### src/rtl/commit_trace_pkg.sv
// Shared types and constants for the commit-event trace transmitter.
package commit_trace_pkg;

    // Header word bit positions
    localparam int HDR_R_BIT    = 15;
    localparam int HDR_L_BIT    = 14;
    localparam int HDR_S_BIT    = 13;
    localparam int HDR_H_BIT    = 12;
    localparam int HDR_REG_LSB  = 9;
    localparam int HDR_DROP_BIT = 8;
    localparam int HDR_SEQ_LSB  = 0;

    // Flag nibble layout inside a record, same order as header bits [15:12]
    localparam int FLAG_R = 3;
    localparam int FLAG_L = 2;
    localparam int FLAG_S = 1;
    localparam int FLAG_H = 0;

    // Number of counter words appended to the halt record
    localparam int HALT_WORDS = 6;

    // One buffered commit record; drop/seq are frozen at capture time
    typedef struct packed {
        logic [3:0]  flags;
        logic [2:0]  wreg;
        logic [15:0] wdata;
        logic [15:0] addr;
        logic [15:0] mval;
        logic        drop;
        logic [7:0]  seq;
    } trace_entry_t;

    // Serializer states, one per word slot of a record
    typedef enum logic [3:0] {
        S_IDLE,
        S_HDR,
        S_DATA,
        S_ADDR,
        S_VAL,
        S_CNT0,
        S_CNT1,
        S_CNT2,
        S_CNT3,
        S_CNT4,
        S_CNT5,
        S_DONE
    } ser_state_t;

    // Header word built from a stored record
    function automatic logic [15:0] make_header(input trace_entry_t e);
        return {e.flags, e.wreg, e.drop, e.seq};
    endfunction

    // 16-bit saturating increment
    function automatic logic [15:0] sat_inc(input logic [15:0] v);
        return (v == 16'hFFFF) ? v : v + 16'd1;
    endfunction

endpackage

### src/rtl/commit_trace_fifo.sv
// Single-clock record FIFO with DEPTH entries (power of two).
module commit_trace_fifo
    import commit_trace_pkg::*;
#(
    parameter int DEPTH = 8
) (
    input  logic         clk_i,
    input  logic         rst_ni,
    input  logic         push_i,
    input  logic         pop_i,
    output logic         full_o,
    output logic         empty_o,
    input  trace_entry_t din_i,
    output trace_entry_t dout_o
);

    localparam int AW = $clog2(DEPTH);

    trace_entry_t  mem_q [DEPTH];
    logic [AW:0]   wr_ptr_q;
    logic [AW:0]   rd_ptr_q;

    assign empty_o = (wr_ptr_q == rd_ptr_q);
    assign full_o  = (wr_ptr_q[AW] != rd_ptr_q[AW]) &&
                     (wr_ptr_q[AW-1:0] == rd_ptr_q[AW-1:0]);
    assign dout_o  = mem_q[rd_ptr_q[AW-1:0]];

    // Pointer update; a push into a full FIFO or a pop from an empty one is ignored
    always_ff @(posedge clk_i) begin
        if (!rst_ni) begin
            wr_ptr_q <= '0;
            rd_ptr_q <= '0;
        end else begin
            if (push_i && !full_o) wr_ptr_q <= wr_ptr_q + 1'b1;
            if (pop_i && !empty_o) rd_ptr_q <= rd_ptr_q + 1'b1;
        end
    end

    // Storage write; contents need no reset since pointers gate visibility
    always_ff @(posedge clk_i) begin
        if (push_i && !full_o) mem_q[wr_ptr_q[AW-1:0]] <= din_i;
    end

endmodule

### src/rtl/commit_trace_tx.sv
// Commit-event trace transmitter: captures retire-stage events into a FIFO
// and serializes each record as 16-bit words over a valid/ready stream.
module commit_trace_tx
    import commit_trace_pkg::*;
#(
    parameter int DEPTH = 8
) (
    input  logic        clk_i,
    input  logic        rst_ni,
    input  logic        reg_write_i,
    input  logic [2:0]  write_reg_i,
    input  logic [15:0] write_data_i,
    input  logic        mem_read_i,
    input  logic        mem_write_i,
    input  logic [15:0] mem_addr_i,
    input  logic [15:0] mem_data_in_i,
    input  logic [15:0] mem_data_out_i,
    input  logic        halt_i,
    input  logic        icache_req_i,
    input  logic        icache_hit_i,
    input  logic        dcache_req_i,
    input  logic        dcache_hit_i,
    output logic        tx_valid_o,
    input  logic        tx_ready_i,
    output logic [15:0] tx_data_o,
    output logic        overflow_o,
    output logic        done_o
);

    // Capture-side state
    logic        captured_q;
    logic        halt_retry_q;
    logic        drop_pend_q;
    logic        overflow_q;
    logic [7:0]  seq_q;
    logic [15:0] inst_cnt_q, cyc_cnt_q, dhit_cnt_q, ihit_cnt_q, dreq_cnt_q, ireq_cnt_q;

    // Serializer state
    ser_state_t  state_q, state_d;
    logic        tx_valid_q, tx_valid_d;
    logic [15:0] tx_data_q, tx_data_d;
    logic        done_q, done_d;

    // FIFO interface
    logic         fifo_full, fifo_empty, fifo_push, fifo_pop;
    trace_entry_t fifo_din, fifo_dout;

    logic active, ev, ev_halt, ev_drop;

    // Event detection and record assembly for the current cycle
    always_comb begin
        active    = !captured_q;
        ev_halt   = active && (halt_i || halt_retry_q);
        ev        = active && (reg_write_i || mem_read_i || mem_write_i || halt_i || halt_retry_q);
        fifo_push = ev && !fifo_full;
        ev_drop   = ev && fifo_full;
        fifo_din        = '0;
        fifo_din.flags  = {reg_write_i, mem_read_i, mem_write_i, ev_halt};
        fifo_din.wreg   = write_reg_i;
        fifo_din.wdata  = write_data_i;
        fifo_din.addr   = mem_addr_i;
        fifo_din.mval   = mem_read_i ? mem_data_out_i : mem_data_in_i;
        fifo_din.drop   = drop_pend_q;
        fifo_din.seq    = seq_q;
    end

    // Sequence, drop tracking, halt capture and statistics counters
    always_ff @(posedge clk_i) begin
        if (!rst_ni) begin
            captured_q   <= 1'b0;
            halt_retry_q <= 1'b0;
            drop_pend_q  <= 1'b0;
            overflow_q   <= 1'b0;
            seq_q        <= '0;
            inst_cnt_q   <= '0;
            cyc_cnt_q    <= '0;
            dhit_cnt_q   <= '0;
            ihit_cnt_q   <= '0;
            dreq_cnt_q   <= '0;
            ireq_cnt_q   <= '0;
        end else begin
            if (fifo_push) begin
                seq_q       <= seq_q + 8'd1;
                drop_pend_q <= 1'b0;
                if (ev_halt) begin
                    captured_q   <= 1'b1;
                    halt_retry_q <= 1'b0;
                end
            end
            if (ev_drop) begin
                drop_pend_q <= 1'b1;
                overflow_q  <= 1'b1;
                if (ev_halt) halt_retry_q <= 1'b1;
            end
            if (active) begin
                cyc_cnt_q <= sat_inc(cyc_cnt_q);
                if (reg_write_i || mem_write_i || halt_i) inst_cnt_q <= sat_inc(inst_cnt_q);
                if (dcache_hit_i) dhit_cnt_q <= sat_inc(dhit_cnt_q);
                if (icache_hit_i) ihit_cnt_q <= sat_inc(ihit_cnt_q);
                if (dcache_req_i) dreq_cnt_q <= sat_inc(dreq_cnt_q);
                if (icache_req_i) ireq_cnt_q <= sat_inc(ireq_cnt_q);
            end
        end
    end

    commit_trace_fifo #(
        .DEPTH (DEPTH)
    ) u_fifo (
        .clk_i   (clk_i),
        .rst_ni  (rst_ni),
        .push_i  (fifo_push),
        .pop_i   (fifo_pop),
        .full_o  (fifo_full),
        .empty_o (fifo_empty),
        .din_i   (fifo_din),
        .dout_o  (fifo_dout)
    );

    // Slot that follows the current one, skipping slots whose flag is clear
    function automatic ser_state_t next_slot(input ser_state_t s, input logic [3:0] f);
        logic has_mem;
        has_mem = f[FLAG_L] || f[FLAG_S];
        case (s)
            S_HDR:   next_slot = f[FLAG_R] ? S_DATA : has_mem ? S_ADDR : f[FLAG_H] ? S_CNT0 : S_IDLE;
            S_DATA:  next_slot = has_mem ? S_ADDR : f[FLAG_H] ? S_CNT0 : S_IDLE;
            S_ADDR:  next_slot = S_VAL;
            S_VAL:   next_slot = f[FLAG_H] ? S_CNT0 : S_IDLE;
            S_CNT0:  next_slot = S_CNT1;
            S_CNT1:  next_slot = S_CNT2;
            S_CNT2:  next_slot = S_CNT3;
            S_CNT3:  next_slot = S_CNT4;
            S_CNT4:  next_slot = S_CNT5;
            default: next_slot = S_IDLE;
        endcase
    endfunction

    // Serializer next state, FIFO pop and the registered word for the next slot
    always_comb begin
        state_d  = state_q;
        fifo_pop = 1'b0;
        case (state_q)
            S_IDLE: begin
                if (!fifo_empty) state_d = S_HDR;
            end
            S_DONE: begin
                state_d = S_DONE;
            end
            default: begin
                if (tx_ready_i) begin
                    state_d = next_slot(state_q, fifo_dout.flags);
                    if (state_d == S_IDLE) begin
                        fifo_pop = 1'b1;
                        if (fifo_dout.flags[FLAG_H]) state_d = S_DONE;
                    end
                end
            end
        endcase
        tx_valid_d = (state_d != S_IDLE) && (state_d != S_DONE);
        done_d     = (state_d == S_DONE);
        case (state_d)
            S_HDR:   tx_data_d = make_header(fifo_dout);
            S_DATA:  tx_data_d = fifo_dout.wdata;
            S_ADDR:  tx_data_d = fifo_dout.addr;
            S_VAL:   tx_data_d = fifo_dout.mval;
            S_CNT0:  tx_data_d = inst_cnt_q;
            S_CNT1:  tx_data_d = cyc_cnt_q;
            S_CNT2:  tx_data_d = dhit_cnt_q;
            S_CNT3:  tx_data_d = ihit_cnt_q;
            S_CNT4:  tx_data_d = dreq_cnt_q;
            S_CNT5:  tx_data_d = ireq_cnt_q;
            default: tx_data_d = 16'h0000;
        endcase
    end

    // Serializer state and registered stream outputs
    always_ff @(posedge clk_i) begin
        if (!rst_ni) begin
            state_q    <= S_IDLE;
            tx_valid_q <= 1'b0;
            tx_data_q  <= '0;
            done_q     <= 1'b0;
        end else begin
            state_q    <= state_d;
            tx_valid_q <= tx_valid_d;
            tx_data_q  <= tx_data_d;
            done_q     <= done_d;
        end
    end

    assign tx_valid_o = tx_valid_q;
    assign tx_data_o  = tx_data_q;
    assign overflow_o = overflow_q;
    assign done_o     = done_q;

endmodule

### config.mk
export PLATFORM = sky130hd
export DESIGN_NAME = commit_trace_tx
export DESIGN_NICKNAME = d
export VERILOG_FILES = /design/src/rtl/commit_trace_pkg.sv /design/src/rtl/commit_trace_fifo.sv /design/src/rtl/commit_trace_tx.sv
export SDC_FILE = /design/constraint.sdc
export NUM_CORES = 1
export LEC_CHECK = 0
export ABC_CLOCK_PERIOD_IN_PS = 9200
export CAP_MARGIN = 20
export CORE_ASPECT_RATIO = 1.5
export CORE_UTILIZATION = 55
export DETAILED_ROUTE_END_ITERATION = 10
export GPL_TIMING_DRIVEN = 0
export PLACE_DENSITY = 0.76
export SETUP_SLACK_MARGIN = 0.15
export SYNTH_ARGS = -nofsm -noshare
export SYNTH_HDL_FRONTEND = slang
export SYNTH_SLANG_ARGS = --single-unit
export TNS_END_PERCENT = 100
### constraint.sdc
create_clock -name clk_i -period 9.2 [get_ports clk_i]
set_input_delay 0.92 -clock clk_i [delete_from_list [all_inputs] [get_ports clk_i]]
set_output_delay 0.92 -clock clk_i [all_outputs]
set_load 0.01 [all_outputs]
* Word level (Yosys, flattened, before mapping) *
Memories as Yosys holds them, arrays and structs flattened. A register that Yosys moved wholly into a read port is not among the register bits.
Cells that the tools add are included.
Widths: inputs -> output; s select.

storage, ports and cells
  word-level logic and storage cells = 122
  memories kept = 1
  register bits = 138
  output and inout bits = 19
  bits in writable memories = 512
  input port bits = 78

memory list
  name          words  width  rd ports  clocked after memory_dff  write ports  line                     source
  u_fifo.mem_q  8      64     1         1                         1            commit_trace_fifo.sv:19  trace_entry_t mem_q [DEPTH];

cells by class
  eq/ne operators = 31
  add/subtract/negate cells = 9
  reductions and logical operators = 31
  multiplexer cells = 26
  bitwise logic cells = 7

operator list
  kind                   count
  $pmux 16 s10           1
  $add 16x1->16 const B  6
  $eq 16x16->1 const B   6
  $pmux 4 s9             1
  $eq 4x3->1 const B     8
  $mux 4                 8
  $eq 4x4->1 const B     7
  $eq 4x2->1 const B     4
  $mux 16                1
  $reduce_and 3->1       5
  $mux 1                 11
  $mux 3                 3
  $add 4x1->4 const B    2
  $add 8x1->8 const B    1
  $eq 4x1->1 const B     2
  $logic_and 1x1->1      8
  $logic_not 4->1        2
  $logic_or 1x1->1       8
  $pmux 4 s2             1
  $not 1->1              7
  $eq 4x4->1             1
  $ne 4x4->1 const B     1
  $reduce_and 2->1       2
  $reduce_bool 4->1      1
  5 further kinds        7

* Depth between registers and ports, before layout *
  depth in word-level cells = 13
  gate-level depth with buffers = 13
  depth with buffers taken out = 10

* Cells and area by module *
Synthesis repeated with hierarchy kept, for this count alone.

second synthesis, totals
  cells, all modules = 1683
  area total of the unflattened synthesis = 27630.2 µm²

by module, submodules not included
  module             cells each  sequential area each (µm²)  area each (µm²)  instances
  commit_trace_fifo  822         15595.0                     19961.6          1
  commit_trace_tx    861         2602.5                      7668.6           1

* Least setup slack after synthesis *
Ideal clock, no wire load.

  path type = input-to-reg
  start = in mem_read_i
  end = mem u_fifo.mem_q[1][0] (netlist bit) (enable)
  stages = 7
  setup time = 0.667 ns
  required time = 8.533 ns
  path buffers = 2
  setup slack = 0.058 ns
  data arrival time = 8.475 ns
  cells stage by stage = clkbuf_1 nor3_1 nand2_1 nand2_1 or2_2 clkbuf_1 nor4b_1

on the way
  word-level cells in the longest chain between the ends = 9

ends and longest elaborated chain
  item                           line                     source
  from (decl)                    commit_trace_tx.sv:13    input logic mem_read_i,
  $logic_or 1x1->1 (4 in a row)  commit_trace_tx.sv:54    ev = active && (reg_write_i || mem_read_i || mem_write_i || halt_i || halt_retry_q);
  $logic_and 1x1->1              commit_trace_tx.sv:54
  $logic_and 1x1->1              commit_trace_tx.sv:55    fifo_push = ev && !fifo_full;
  $logic_and 1x1->1              commit_trace_fifo.sv:41  if (push_i && !full_o) mem_q[wr_ptr_q[AW-1:0]] <= din_i;
  $mux 1                         commit_trace_fifo.sv:41
  $mux 1 (not written as such)   commit_trace_fifo.sv:41
  to (decl)                      commit_trace_fifo.sv:19

Every way passes these cells.

* Worst setup path in the final report *
  start = in mem_read_i
  end = mem u_fifo.mem_q[6][44] (netlist bit) (enable)

The elaborated chain is that of the path after synthesis.

==> impl_results.md <==
- Status: completed
- Final Hold Vio Count: 0
- LEAKAGE: 9.98 nW
- Mean Syn Cell Area: 16.2 um2
- Seq pwr share: 0.462
- Number of synthesized flops with an enable pin: a little over 500
- I/O pins: 97
- Main flop type after synthesis: edfxtp_1
- Post-synth top area share: 0.576
- Pre-antenna DRT Iters: 6
- Port bufs: 95
- Peak VDD IR: 0.163 mV
- Initial detailed-routing violation count: roughly 1.7k
- WL/cell: 27.8 um
- Root buffer cell: clkbuf_16
- M1 WL: approximately 27000 um
- Clk_lat worst skew: about 0.60 ns
- Via/cell ratio: approximately 6.3
- Switching part of the total: 0.276
- Crit path DAT: 5.50 ns
- WL final: ~70000 um
- Post-synth top area cell: edfxtp_1
- Ratio of cells with drive above 1 in the final layout: 0.193
- CTS buffer count: 56
- Ys async rst share: 0
- RSZ-0062 raised after global routing: no
- Critical path endpoint category: register
- Nets@finish: 1963
- Psw: 2.02 mW
- Post-Place Cells: 2417
- Rows: 98
- P&R area growth vs syn: 16.7%
- Full die area: approximately 50000 um2
- Crit Path Class: in -> reg
- Post-Syn Instances: 1649
- Clock transition at the registers of the reported paths: 0.07 ns
- Clock power share: 0.338
- CP Max Fanout: 10
- Period minus WS final: 5.20 ns
- Yosys warnings: 0
- CTS tree: built
- DP HPWL: between 50000 and 60000 um
- Comb pwr share: 0.201
- Count of pins over their slew limit: 0
- Via count: 15.9k
- Total grt overflow: 0
- Hold_buf cts: 0
- H-tree depth: 2
- Flops & latches, synth: approximately 650
- Maximum buffer depth of the clock tree: 3
- Power after layout: 7.35 mW
- Layout Skew: 0.0221 ns
- Post-CTS setup buffer count: 0
- Finished Layout Cells: 2524
- Post-Syn Area: roughly 27000 um2
- Ant diodes: 0
- Final setup viols: 0
- Power Dens Cells: 236 nW/um2
- Area contributors post-synth: edfxtp_1, dfxtp_1, mux4_2
- Post-route DRC violation count: 0
- WL met2: 35300 um
- Top cells by count, synth: edfxtp_1, dfxtp_1, nor2_1
- CP max stage cell: nor2_1
- Initial Util: 0.558
- Headroom to the max-slew limit: 0.197
- Synthesized Nets: roughly 1.7k
- Critical path, cell by cell: clkdlybuf4s50_1 > clkbuf_1 > buf_16 > nor3_1 > nand2_1 > nand2_1 > nor2_1 > nand2_1 > nor3b_2 > buf_8 > buf_6 > buf_6 > buf_6
- Max Freq: about 0.19 GHz
- Top layer in use: met4
- Crit path buffers/inverters: 7
- Yosys cell types: 74
- Global-route wire length before repair: 103000 um
- Core Footprint: 47800 um2
- Pint: 5.32 mW
- Finished Cell Area: 31100 um2
- Sink Count: 653
- Post-DP Area: 29200 um2
- Max-Cap Viols: 0
- Die span in x: about 180 um
- GRT Util Overall: 0.287
- Final period util: 0.565
- WL met3: 3350 um
- Worst hold path type: reg -> reg
- ANT nets after route: 0
- Initial antenna violation count: 1
- Vias in the first global route: 16.0k
- Post-cts gate resize count: 0
- CP max stage delay: 0.89 ns
- Util after Layout: 0.651
- Count leader, synth: edfxtp_1
- Family with the most delay on the worst path: simple AND/OR/NAND/NOR gates
- Critical Path RT: 9.50 ns
- Worst hold slack: about 0.47 ns
- Largest net degree at the start of global routing: 26
- Startpoint Class: input pin
- Worst Max-Slew Pin Slew: 1.19 ns
- Gp weighted congestion: 0.980
- Post-synthesis sequential area ratio: 0.682
- Die Height: 272 um
-- cells by family after synthesis --
kind of cell    Yosys count  synth area share
flops                   653             0.682
simple gates            399            0.0761
mux                     222             0.143
compound gates          184            0.0494
xor+xnor                 92            0.0302
buf+inv                  90            0.0145
fa+ha+maj                 9           0.00422
-- metrics by stage --
stage / TNS, ns / setup WS [ns]
5_1_grt: 0 / 3.95
3_5_place_dp: 0 / 3.47
6_report: 0 / 4.00
3_3_place_gp: -2996.58 / -9.08
2_1_floorplan: 0 / 0.0581
4_1_cts: 0 / 4.04
-- path summary, 6_finish.rpt --
| check | start | end | slack, ns | cells past startpoint |
|---|---|---|---|---|
| min reg2reg | overflow_o | overflow_o | 0.47 | 1 |
| min | overflow_o | overflow_o | 0.47 | 1 |
| max | mem_read_i | u_fifo.mem_q[6][44] | 4.00 | 13 |
| max reg2reg | register | tx_data_o[2] | 4.61 | 12 |
-- layer usage --
metal	vias to the layer above	global-route usage
met2	663	0.487
met4	0	0.156
met5	-	0
met3	166	0.0302
li1	6945	-
met1	8172	0.363
-- state kept, by name (all words and copies together) (netlist names), named ones only --
name / flops
tx_data_o: 16
cyc_cnt_q: 16
ihit_cnt_q: 16
done_o: 1
u_fifo.rd_ptr_q: 4
halt_retry_q: 1
u_fifo.mem_q: 512
ireq_cnt_q: 16
dhit_cnt_q: 16
dreq_cnt_q: 16
overflow_o: 1
inst_cnt_q: 16
captured_q: 1
state_q: 4
drop_pend_q: 1
tx_valid_o: 1
seq_q: 8
u_fifo.wr_ptr_q: 4
-- cell type report --
class / instances / area [um2]
flip-flops and latches: 653 / 18200
inverters: 8 / 30.0
repair buffers: 169 / 1710
well taps: 600 / 751
clock buffers: 75 / 1570
fillers: 3240 / 16700
clock inverters: 31 / 375
multi-input cells: 906 / 8140
plain buffers: 82 / 358
-- worst reg2reg max path: stages (launching register included) --
cell	delay, ns
dfxtp_1	0.39
buf_2	0.23
buf_2	0.31
mux4_2	0.35
mux2i_1	0.37
and2_1	0.29
o221ai_2	0.20
o311ai_4	0.68
nand4_2	0.44
buf_2	0.37
o22ai_1	0.40
a211oi_1	0.09
a21oi_1	0.33
-- power by group through the flow --
stage,registers [mW],logic (mW),clock network (mW)
finish,3.39,1.47,2.48
global route,3.40,1.54,2.60
CTS,3.39,1.45,2.51
detailed placement,3.45,1.45,0
global placement,3.49,1.38,0
floorplan,3.48,0.848,0
-- cell usage in the layout, fill, tap and decap left out, drive strengths merged, types with 9 or more instances in the layout --
master,netlist,routed
and3,21,21
mux2i,64,64
nor3,19,19
nand2,77,77
mux4,125,125
buf,26,100
xor2,64,64
a221oi,14,14
mux2,33,33
nand4,24,24
dfxtp,141,141
edfxtp,512,512
and2,11,11
xnor2,28,28
nand3,34,34
a21oi,39,39
clkdlybuf4s50,0,95
and4,12,12
nor2,140,140
a32oi,10,10
nor2b,11,11
clkbuf,56,131
inv,8,9
a31oi,17,17
clkinv,0,18
or3,20,20
ha,9,9
o21ai,25,25
a211oi,12,12
a22oi,11,11
o22ai,16,16
No activity file was read; power rests on OpenSTA's default activity.
